===== config.mk =====
export PLATFORM = sky130hd
export DESIGN_NAME = bram_to_axis
export DESIGN_NICKNAME = d
export VERILOG_FILES = /design/src/rtl/bram_to_axis.sv
export SDC_FILE = /design/constraint.sdc
export NUM_CORES = 1
export LEC_CHECK = 0
export BUFFER_PORTS_ARGS = -buffer_cell sky130_fd_sc_hd__buf_4
export CAP_MARGIN = 20
export CORE_MARGIN = 1
export CORE_UTILIZATION = 61
export DETAILED_ROUTE_END_ITERATION = 8
export GPL_TIMING_DRIVEN = 0
export PLACE_DENSITY = 0.86
export SYNTH_ARGS = -nofsm -noshare
export SYNTH_HDL_FRONTEND = slang
export SYNTH_SLANG_ARGS = --single-unit
export TNS_END_PERCENT = 5

===== constraint.sdc =====
create_clock -name i_sys_clk -period 8.36 [get_ports i_sys_clk]
set_input_delay 1.254 -clock i_sys_clk [delete_from_list [all_inputs] [get_ports i_sys_clk]]
set_output_delay 1.254 -clock i_sys_clk [all_outputs]
set_load 0.01 [all_outputs]

===== src/rtl/bram_to_axis.sv =====
// Streams one buffered BRAM line per full-trigger as an AXI4-Stream video line,
// using a credit-limited prefetch FIFO to hide BRAM read latency.
module bram_to_axis #(
  parameter int WD_FRAME_START = 3,
  parameter int NB_FRAME_ALLS  = 720,
  parameter int WD_BRAM_DAT    = 32,
  parameter int WD_BRAM_ADR    = 9,
  parameter int WD_BRAM_WEN    = 1,
  parameter int NB_BRAM_ONC    = 512,
  parameter int NB_BRAM_LAT    = 2,
  parameter int NB_FIFO_DEPTH  = 8,
  parameter int NB_STALL_MAX   = 4096,
  parameter int WD_ERR_INFO    = 4
) (
  input  logic                      i_sys_clk,
  input  logic                      i_sys_resetn,
  input  logic                      i_bram_full_trig,
  input  logic [WD_FRAME_START-1:0] i_frame_start_trig,
  output logic                      o_bram_empty_trig,
  output logic [WD_BRAM_ADR-1:0]    m_bram_rd_addr,
  output logic                      m_bram_rd_clk,
  output logic [WD_BRAM_DAT-1:0]    m_bram_rd_din,
  input  logic [WD_BRAM_DAT-1:0]    m_bram_rd_dout,
  output logic                      m_bram_rd_en,
  output logic                      m_bram_rd_rst,
  output logic [WD_BRAM_WEN-1:0]    m_bram_rd_we,
  output logic [WD_BRAM_DAT-1:0]    m_axis_tdata,
  output logic                      m_axis_tvalid,
  input  logic                      m_axis_tready,
  output logic                      m_axis_tlast,
  output logic                      m_axis_tuser,
  output logic [WD_ERR_INFO-1:0]    m_err_shk_info2
);

  localparam int PTR_W   = $clog2(NB_FIFO_DEPTH);
  localparam int CNT_W   = $clog2(NB_FIFO_DEPTH) + 1;
  localparam int LINE_W  = (NB_FRAME_ALLS > 1) ? $clog2(NB_FRAME_ALLS) : 1;
  localparam int STALL_W = $clog2(NB_STALL_MAX + 1);

  typedef enum logic [1:0] {S_IDLE, S_READ, S_DRAIN, S_DONE} state_t;

  state_t                   state, state_nxt;
  logic [WD_BRAM_ADR-1:0]   rd_addr;
  logic [WD_BRAM_ADR-1:0]   beat_cnt;
  logic [CNT_W-1:0]         credit;
  logic [NB_BRAM_LAT-1:0]   vpipe;
  logic [WD_BRAM_DAT-1:0]   fifo_mem [NB_FIFO_DEPTH];
  logic [PTR_W-1:0]         wr_ptr, rd_ptr;
  logic [CNT_W-1:0]         fifo_cnt;
  logic                     out_valid;
  logic [WD_BRAM_DAT-1:0]   out_data;
  logic [LINE_W-1:0]        line_cnt;
  logic                     frame_pend;
  logic [STALL_W-1:0]       stall_cnt;
  logic [3:0]               err_q;

  logic issue, pop, push, load_out, mem_rd, mem_wr, bypass;
  logic mem_empty, mem_full, overflow;
  logic last_issue, last_beat, frame_any, stalled, stall_hit;

  assign frame_any  = |i_frame_start_trig;
  assign last_issue = (rd_addr == WD_BRAM_ADR'(NB_BRAM_ONC - 1));
  assign last_beat  = (beat_cnt == WD_BRAM_ADR'(NB_BRAM_ONC - 1));

  // FWFT output stage: refill the output register from storage, or straight
  // from the BRAM when storage is empty, whenever it is empty or being consumed.
  assign pop       = out_valid && m_axis_tready;
  assign push      = vpipe[NB_BRAM_LAT-1];
  assign mem_empty = (fifo_cnt == '0);
  assign mem_full  = (fifo_cnt == CNT_W'(NB_FIFO_DEPTH));
  assign load_out  = !out_valid || pop;
  assign mem_rd    = load_out && !mem_empty;
  assign bypass    = load_out && mem_empty && push;
  assign mem_wr    = push && !bypass;
  assign overflow  = mem_wr && mem_full && !mem_rd;

  assign stalled   = out_valid && !m_axis_tready;
  assign stall_hit = stalled && (stall_cnt == STALL_W'(NB_STALL_MAX - 1));

  always_comb begin
    // NOTE: every output of this block gets a default first, so no path can infer a latch.
    state_nxt         = state;
    issue             = 1'b0;
    m_bram_rd_rst     = 1'b0;
    o_bram_empty_trig = 1'b0;
    unique case (state)
      S_IDLE: begin
        m_bram_rd_rst = 1'b1;
        if (i_bram_full_trig) state_nxt = S_READ;
      end
      S_READ: begin
        issue = (credit < CNT_W'(NB_FIFO_DEPTH));
        if (issue && last_issue) state_nxt = S_DRAIN;
      end
      S_DRAIN: begin
        if (pop && last_beat) state_nxt = S_DONE;
      end
      S_DONE: begin
        o_bram_empty_trig = 1'b1;
        state_nxt         = S_IDLE;
      end
      default: state_nxt = S_IDLE;
    endcase
  end

  // NOTE: sequential state uses non-blocking assignments and an async active-low reset.
  always_ff @(posedge i_sys_clk or negedge i_sys_resetn) begin
    if (!i_sys_resetn) state <= S_IDLE;
    else               state <= state_nxt;
  end

  // Credits cover reads in flight plus everything buffered, so storage never overflows.
  always_ff @(posedge i_sys_clk or negedge i_sys_resetn) begin
    if (!i_sys_resetn) begin
      rd_addr  <= '0;
      beat_cnt <= '0;
      credit   <= '0;
      vpipe    <= '0;
    end else begin
      if (issue) rd_addr <= last_issue ? '0 : rd_addr + WD_BRAM_ADR'(1);
      if (pop)   beat_cnt <= last_beat ? '0 : beat_cnt + WD_BRAM_ADR'(1);
      unique case ({issue, pop})
        2'b10:   credit <= credit + CNT_W'(1);
        2'b01:   credit <= credit - CNT_W'(1);
        default: credit <= credit;
      endcase
      vpipe[0] <= issue;
      for (int i = 1; i < NB_BRAM_LAT; i++) vpipe[i] <= vpipe[i-1];
    end
  end

  // NOTE: storage array carries no reset; only pointers and counts define its contents.
  always_ff @(posedge i_sys_clk) begin
    if (mem_wr) fifo_mem[wr_ptr] <= m_bram_rd_dout;
  end

  always_ff @(posedge i_sys_clk or negedge i_sys_resetn) begin
    if (!i_sys_resetn) begin
      wr_ptr    <= '0;
      rd_ptr    <= '0;
      fifo_cnt  <= '0;
      out_valid <= 1'b0;
      out_data  <= '0;
    end else begin
      if (mem_wr) wr_ptr <= wr_ptr + PTR_W'(1);
      if (mem_rd) rd_ptr <= rd_ptr + PTR_W'(1);
      unique case ({mem_wr, mem_rd})
        2'b10:   fifo_cnt <= fifo_cnt + CNT_W'(1);
        2'b01:   fifo_cnt <= fifo_cnt - CNT_W'(1);
        default: fifo_cnt <= fifo_cnt;
      endcase
      if (load_out) begin
        if (mem_rd) begin
          out_data  <= fifo_mem[rd_ptr];
          out_valid <= 1'b1;
        end else if (push) begin
          out_data  <= m_bram_rd_dout;
          out_valid <= 1'b1;
        end else begin
          out_valid <= 1'b0;
        end
      end
    end
  end

  // A mid-line frame start is deferred to the line boundary so the current tuser is untouched.
  always_ff @(posedge i_sys_clk or negedge i_sys_resetn) begin
    if (!i_sys_resetn) begin
      line_cnt   <= '0;
      frame_pend <= 1'b0;
    end else begin
      unique case (state)
        S_IDLE: if (frame_any) line_cnt <= '0;
        S_DONE: begin
          frame_pend <= 1'b0;
          if (frame_any || frame_pend || line_cnt == LINE_W'(NB_FRAME_ALLS - 1))
            line_cnt <= '0;
          else
            line_cnt <= line_cnt + LINE_W'(1);
        end
        default: if (frame_any) frame_pend <= 1'b1;
      endcase
    end
  end

  always_ff @(posedge i_sys_clk or negedge i_sys_resetn) begin
    if (!i_sys_resetn) begin
      stall_cnt <= '0;
      err_q     <= '0;
    end else begin
      if (!stalled)                                    stall_cnt <= '0;
      else if (stall_cnt != STALL_W'(NB_STALL_MAX))    stall_cnt <= stall_cnt + STALL_W'(1);
      err_q <= {overflow,
                stall_hit,
                frame_any && (state != S_IDLE),
                i_bram_full_trig && (state != S_IDLE)};
    end
  end

  assign m_bram_rd_clk   = i_sys_clk;
  assign m_bram_rd_din   = '0;
  assign m_bram_rd_we    = '0;
  assign m_bram_rd_en    = issue;
  assign m_bram_rd_addr  = rd_addr;

  assign m_axis_tdata    = out_data;
  assign m_axis_tvalid   = out_valid;
  assign m_axis_tlast    = out_valid && last_beat;
  assign m_axis_tuser    = out_valid && (beat_cnt == '0) && (line_cnt == '0);
  assign m_err_shk_info2 = WD_ERR_INFO'(err_q);

endmodule


==> results.sh, run 1 <==
export IMPL_fin_nets=1199
export IMPL_dieHeight_um=158
export IMPL_path_class="clock port to primary output"
export IMPL_wl_per_cell_um=23.1
export IMPL_synth_edff_count=256
export IMPL_hold_worst_slack_ns=0.357
export IMPL_finalHoldViolations=0
export IMPL_power_frac_comb_pct=30.5
export IMPL_async_flop_share_pct=27.5
export IMPL_dp_final_hpwl_um=21400
export IMPL_drv_slew=0
export IMPL_synth_seq_area_share_pct=68.0
export IMPL_setup_violations=0
export IMPL_synth_top_area_cell="edfxtp_1"
export IMPL_netSwitchingPower_mw=1.78
export IMPL_fin_ws_ns=2.44
export IMPL_track_usage_pct=29.0
export IMPL_ys_ff_latch=353
export IMPL_drive_gt1_share_pct=27.9
export IMPL_drv_cap=0
export IMPL_syn_cell_area_mm2=0.0149
export IMPL_cts_hold_buf=0
export IMPL_cp_slowest_cell="clkbuf_16"
export IMPL_grt_max_degree=67
export IMPL_total_power_mw=5.69
export IMPL_synth_warnings=0
export IMPL_power_switching_share_pct=31.4
export IMPL_busiest_layer="met2"
export IMPL_design_area_mm2=0.0176
export IMPL_area_growth_pct=18.4
export IMPL_yosysMostFrequentCell="edfxtp_1"
export IMPL_worstSkewPairLatency_ns=0.65
export IMPL_cts_setup_buffers=0
export IMPL_pwr_density_cell_mw_per_mm2=323
export IMPL_met1_usage_pct=36.9
export IMPL_p_seq_share_pct=40.3
export IMPL_initial_utilization_pct=62.8
export IMPL_grt_pass1_wl_um=52300
export IMPL_placed_cells=1417
export IMPL_place_ws_ns=2.69
export IMPL_die_area_mm2=0.0250
export IMPL_clk_pin_slew_ns=0.06
export IMPL_rrSetupSlack_ns=5.45
export IMPL_core_area_mm2=0.0237
export IMPL_dpl_instance_area_mm2=0.0164
export IMPL_overflow=0
export IMPL_grt_met3_usage_pct=4.46
export IMPL_tightestPinTransition_ns=1.04
export IMPL_drc=0
export IMPL_dr_pass1_iters=7
export IMPL_vias=9099
export IMPL_drt_iter0_markers=1018
export IMPL_routed_wl_um=34300
export IMPL_die_w_um=158
export IMPL_crit_required_ns=7.11
export IMPL_finClkSkew_ns=0.0185
export IMPL_end_kind="primary output"
export IMPL_crit_fanout=2
export IMPL_p_leak_nw=6.55
export IMPL_p_clk_share_pct=29.2
export IMPL_rsz0062_at_grt="no"
export IMPL_rows=56
export IMPL_crit_end="m_bram_rd_clk"
export IMPL_ff2ff_path_depth=13
export IMPL_ctsResizeCount=0
export IMPL_synthTopCellsByCount="edfxtp_1, nand2_1, dfrtp_1"
export IMPL_use_met2_pct=49.4
export IMPL_rr_startpoint="fifo_cnt[1]$_DFFE_PN0P_"
export IMPL_ys_types=58
export IMPL_ioPinCount=124
export IMPL_synth_top_cell_area_share_pct=51.7
export IMPL_ant_nets=0
export IMPL_crit_arrival_ns=4.67
export IMPL_reg2reg_to="fifo_cnt[2]$_DFFE_PN0P_"
export IMPL_hold_path_class="register to register"
export IMPL_antenna_cells=0
export IMPL_crit_path_start="i_sys_clk"
export IMPL_gp_congestion=0.859
export IMPL_path_cells="clkbuf_16, clkbuf_16, buf_4, buf_4"
export IMPL_max_stage_delay_ns=0.13
export IMPL_status="finished clean"
export IMPL_synthCells=955
export IMPL_via_per_inst=6.13
export IMPL_instances_no_fill=1484
export IMPL_cts_tree="built"
export IMPL_crit_path_start_kind="clock port"
export IMPL_port_buffers=90
export IMPL_grt_pass1_vias=9125
export IMPL_postSynthAreaPerCell_um2=15.6
export IMPL_internal_power_mw=3.90
export IMPL_yosys_top_cells_area="edfxtp_1, dfrtp_1, mux4_2, nand2_1, buf_4"
export IMPL_ir_drop_v=0.000225
export IMPL_antenna_found_initial=0
export IMPL_synthFlopType="edfxtp_1"
export IMPL_slew_headroom_pct=30.2
## sequential cells by signal, summed over array words and instances, names as in the netlist
register,cells
beat_cnt,9
vpipe,2
m_err_shk_info2,4
stall_cnt,13
m_bram_rd_addr,9
frame_pend,1
m_axis_tdata,32
line_cnt,10
credit,4
fifo_cnt,4
wr_ptr,3
fifo_mem,256
state,2
m_axis_tvalid,1
rd_ptr,3
## how the worst min path moves through the flow
stage	depth (start not counted)	end	start
2_1_floorplan	0	vpipe[1]$_DFF_PN0_	vpipe[0]$_DFF_PN0_
3_3_place_gp	0	vpipe[1]$_DFF_PN0_	vpipe[0]$_DFF_PN0_
3_5_place_dp	0	vpipe[1]$_DFF_PN0_	vpipe[0]$_DFF_PN0_
4_1_cts	0	vpipe[1]$_DFF_PN0_	vpipe[0]$_DFF_PN0_
5_1_grt	0	vpipe[1]$_DFF_PN0_	vpipe[0]$_DFF_PN0_
6_report	0	vpipe[1]$_DFF_PN0_	vpipe[0]$_DFF_PN0_
## cell families (layout without fill, tap and decap cells)
kind of cell | Yosys count | in the layout | synth area share (%)
AO/OA/AOI/OAI | 125 | 125 | 5.97
XOR/XNOR | 23 | 23 | 1.35
adder cells (fa/ha/maj) | 22 | 22 | 1.90
buffers and inverters | 104 | 282 | 3.93
flip-flops | 353 | 353 | 68.0
multiplexers | 73 | 73 | 10.3
other | 1 | 33 | 0.0252
AND/OR/NAND/NOR | 254 | 254 | 8.50
## power groups by stage
stage / clock network (mW) / registers (mW) / logic, mW
3_5_place_dp: 0.0166 / 2.31 / 1.70
5_1_grt: 1.73 / 2.31 / 1.88
4_1_cts: 1.67 / 2.29 / 1.75
6_report: 1.66 / 2.29 / 1.74
3_3_place_gp: 0.0166 / 2.31 / 1.59
2_1_floorplan: 0.00986 / 2.32 / 1.10
## metal layers
metal / part of all wire (%) / vias to the layer above
met3: 6.6 / 99
li1: - / 3943
met1: 39 / 4622
met2: 51 / 435
met4: 3.6 / 0
met5: 0 / -
## layout by cell type (no fill, tap or decap), types with 4 or more instances in the layout
cell and n:
buf_2 16, dfrtp_1 97, nand3b_1 4, o22ai_1 5, nor3_1 8, clkinv_1 8, buf_4 134, a211oi_1 18
a31oi_1 37, nor2b_1 33, clkbuf_1 27, clkbuf_8 4, a21oi_1 10, nand2b_1 10, or3_1 4, mux2i_1 4
or2_2 4, and2_1 5, nor4_1 7, nor3_2 4, mux4_2 64, ha_1 21, xor2_1 11, o21ai_0 24
and3_1 8, xnor2_1 12, clkbuf_16 38, nor2_1 24, buf_6 14, mux2_2 5, nand2_1 103, edfxtp_1 256
inv_1 21, a211oi_2 15, conb_1 33, nand3_1 21, nand4_1 6
## critical path: cells and delay by family
family / cells / cell delay, ns
buf+inv: 4 / 0.50
## layout make-up
| class | instances | area (µm²) |
|---|---|---|
| plain buffers | 81 | 498 |
| repair buffers | 110 | 940 |
| fillers | 1389 | 6060 |
| inverters | 23 | 86.3 |
| clock inverters | 18 | 196 |
| multi-input cells | 530 | 4350 |
| flip-flops and latches | 353 | 10100 |
| well taps | 319 | 399 |
| clock buffers | 50 | 1040 |
## metrics by stage
stage | utilization (%) | setup TNS [ns]
2_1_floorplan | - | 0
3_3_place_gp | 67.9 | -2.60
3_5_place_dp | 69.2 | 0
4_1_cts | 74.4 | 0
5_1_grt | 74.4 | 0
6_report | 74.4 | 0
No activity file was read; power rests on OpenSTA's default activity.
==> inputs of run 2 (changes only) <==
- ABC_AREA: default -> 1
- CORE_UTILIZATION: 61 -> 54
- PLACE_DENSITY: 0.86 -> 0.81
- clock period: 8.36 -> 5.2 ns (I/O delays scaled with it)
==> results.sh, run 2 <==
export IMPL_ant_nets=0
export IMPL_p_clk_share_pct=27.7
export IMPL_ctsResizeCount=0
export IMPL_async_flop_share_pct=27.5
export IMPL_overflow=0
export IMPL_netSwitchingPower_mw=3.61
export IMPL_dieHeight_um=175
export IMPL_crit_arrival_ns=3.09
export IMPL_finalSetupTns_ns=0
export IMPL_antenna_cells=0
export IMPL_fillers=2136
export IMPL_crit_path_start_kind="clock port"
export IMPL_largest_register="fifo_mem"
export IMPL_tightestPinTransition_ns=0.715
export IMPL_slew_headroom_pct=52.3
export IMPL_rows=62
export IMPL_status="finished clean"
export IMPL_yosys_top_cells_area="edfxtp_1, dfrtp_1, nand2_1, nand3_1, inv_1"
export IMPL_setup_violations=0
export IMPL_cts_tree="built"
export IMPL_die_w_um=175
export IMPL_ioPinCount=124
export IMPL_grt_max_degree=57
export IMPL_postSynthAreaPerCell_um2=9.78
export IMPL_drv_slew=0
export IMPL_via_per_inst=5.46
export IMPL_synth_top_cell_area_share_pct=47.7
export IMPL_internal_power_mw=6.16
export IMPL_syn_cell_area_mm2=0.0161
export IMPL_p_leak_nw=8.56
export IMPL_finalHoldViolations=0
export IMPL_crit_required_ns=4.42
export IMPL_worstSkewPairLatency_ns=0.65
export IMPL_synthTopCellsByCount="nand2_1, inv_1, edfxtp_1"
export IMPL_ys_types=41
export IMPL_routed_wl_um=39800
export IMPL_path_class="clock port to primary output"
export IMPL_p_seq_share_pct=37.4
export IMPL_fin_nets=1882
export IMPL_crit_fanout=2
export IMPL_layout_commonest_cell="nand2_1"
export IMPL_hold_path_class="input pin to asynchronous set/reset pin"
export IMPL_synth_seq_area_share_pct=62.8
export IMPL_drt_iter0_markers=1320
export IMPL_finClkSkew_ns=0.0272
export IMPL_port_buffers=90
export IMPL_antenna_found_initial=0
export IMPL_final_cell_mix="nand2_1, inv_1, edfxtp_1"
export IMPL_ys_ff_latch=353
export IMPL_core_area_mm2=0.0290
export IMPL_dr_pass1_iters=8
export IMPL_cts_setup_buffers=0
export IMPL_synthFlopType="edfxtp_1"
export IMPL_initial_utilization_pct=55.5
export IMPL_grt_pass1_vias=12142
export IMPL_track_usage_pct=26.4
export IMPL_die_area_mm2=0.0305
export IMPL_vias=12190
export IMPL_synth_warnings=0
export IMPL_yosysMostFrequentCell="nand2_1"
export IMPL_clk_pin_slew_ns=0.06
export IMPL_dp_final_hpwl_um=25200
export IMPL_power_frac_comb_pct=35.0
export IMPL_area_growth_pct=17.3
export IMPL_pwr_density_cell_mw_per_mm2=517
export IMPL_grt_pass1_wl_um=62100
export IMPL_synthCells=1648
export IMPL_postLayoutCoreUtil_pct=65.2
export IMPL_rsz0062_at_grt="no"
export IMPL_drive_gt1_share_pct=14.4
export IMPL_synth_top_area_cell="edfxtp_1"
export IMPL_wl_per_cell_um=17.8
export IMPL_drv_cap=0
export IMPL_gp_congestion=0.830
export IMPL_largest_reg_flops=256
export IMPL_synth_edff_count=256
export IMPL_ir_drop_v=0.000351
export IMPL_cts_hold_buf=0
export IMPL_power_switching_share_pct=37.0
export IMPL_end_kind="primary output"
export IMPL_drc=0
## run 2: worst max-delay path: stages
cell,delay (ns)
clkbuf_16,0.12
clkbuf_16,0.13
buf_4,0.12
buf_4,0.13
## run 2: path summary, 6_finish.rpt
| path | startpoint | endpoint | slack [ns] | depth (start not counted) |
|---|---|---|---|---|
| min in group i_sys_clk | vpipe[0]$_DFF_PN0_ | vpipe[1]$_DFF_PN0_ | 0.36 | 0 |
| worst min-delay path | i_sys_resetn | m_axis_tdata[27]$_DFFE_PN0P_ | 0.20 | 1 |
| worst max-delay path | i_sys_clk | m_bram_rd_clk | 1.33 | 4 |
| max in group asynchronous | i_sys_resetn | m_axis_tdata[8]$_DFFE_PN0P_ | 4.28 | 2 |
| worst min register to register | vpipe[0]$_DFF_PN0_ | vpipe[1]$_DFF_PN0_ | 0.36 | 0 |
| worst max register to register | m_axis_tvalid$_DFFE_PN0P_ | fifo_mem[3][1]$_DFFE_PP_ | 2.69 | 9 |
## run 2: power groups by stage
stage | Clock, mW | Sequential, mW | Combinational, mW
after detailed placement | 0.0267 | 3.70 | 3.34
after global placement | 0.0267 | 3.69 | 3.14
after global routing | 2.83 | 3.68 | 3.74
after floorplan | 0.0158 | 3.72 | 2.06
final | 2.70 | 3.65 | 3.42
after CTS | 2.73 | 3.65 | 3.38
## run 2: layout make-up
type | instances | area, µm² | area share (%)
plain buffers | 98 | 606 | 3.20
multi-input cells | 965 | 4580 | 24.2
inverters | 264 | 993 | 5.25
flip-flops and latches | 353 | 10100 | 53.5
clock inverters | 13 | 110 | 0.582
well taps | 384 | 480 | 2.54
repair buffers | 98 | 871 | 4.61
clock buffers | 57 | 1150 | 6.09
## run 2: cell families (layout without fill, tap and decap cells)
group,after synthesis,count (layout),share of synthesized area (%)
AOI/OAI and AO/OA,109,109,3.54
xor gates and xnor gates,14,14,0.761
adders and majority gates,22,22,1.75
buffers and inverters,362,530,9.92
DFF,353,353,62.8
other,1,33,0.0233
and+or+nand+nor,787,787,21.2
## run 2: through the flow
stage	power, mW	hold WS [ns]	std cells	setup slack (ns)	area (µm²)
3_5_place_dp	7.06	0.351	2163	1.59	17700
6_report	9.77	0.198	2232	1.33	18900
3_3_place_gp	6.85	0.352	2154	0.581	17400
4_1_cts	9.76	0.203	2232	1.32	18900
2_1_floorplan	5.80	0.331	1680	1.70	16200
5_1_grt	10.3	0.224	2232	1.32	18900
## run 2: metal layers
metal | track usage, % | up-vias | routed length, µm
li1 | - | 5620 | -
met2 | 44.9 | 724 | 19800
met5 | 0 | - | 0
met4 | 14.2 | 0 | 1690
met3 | 5.05 | 135 | 4020
met1 | 31.8 | 5711 | 14300
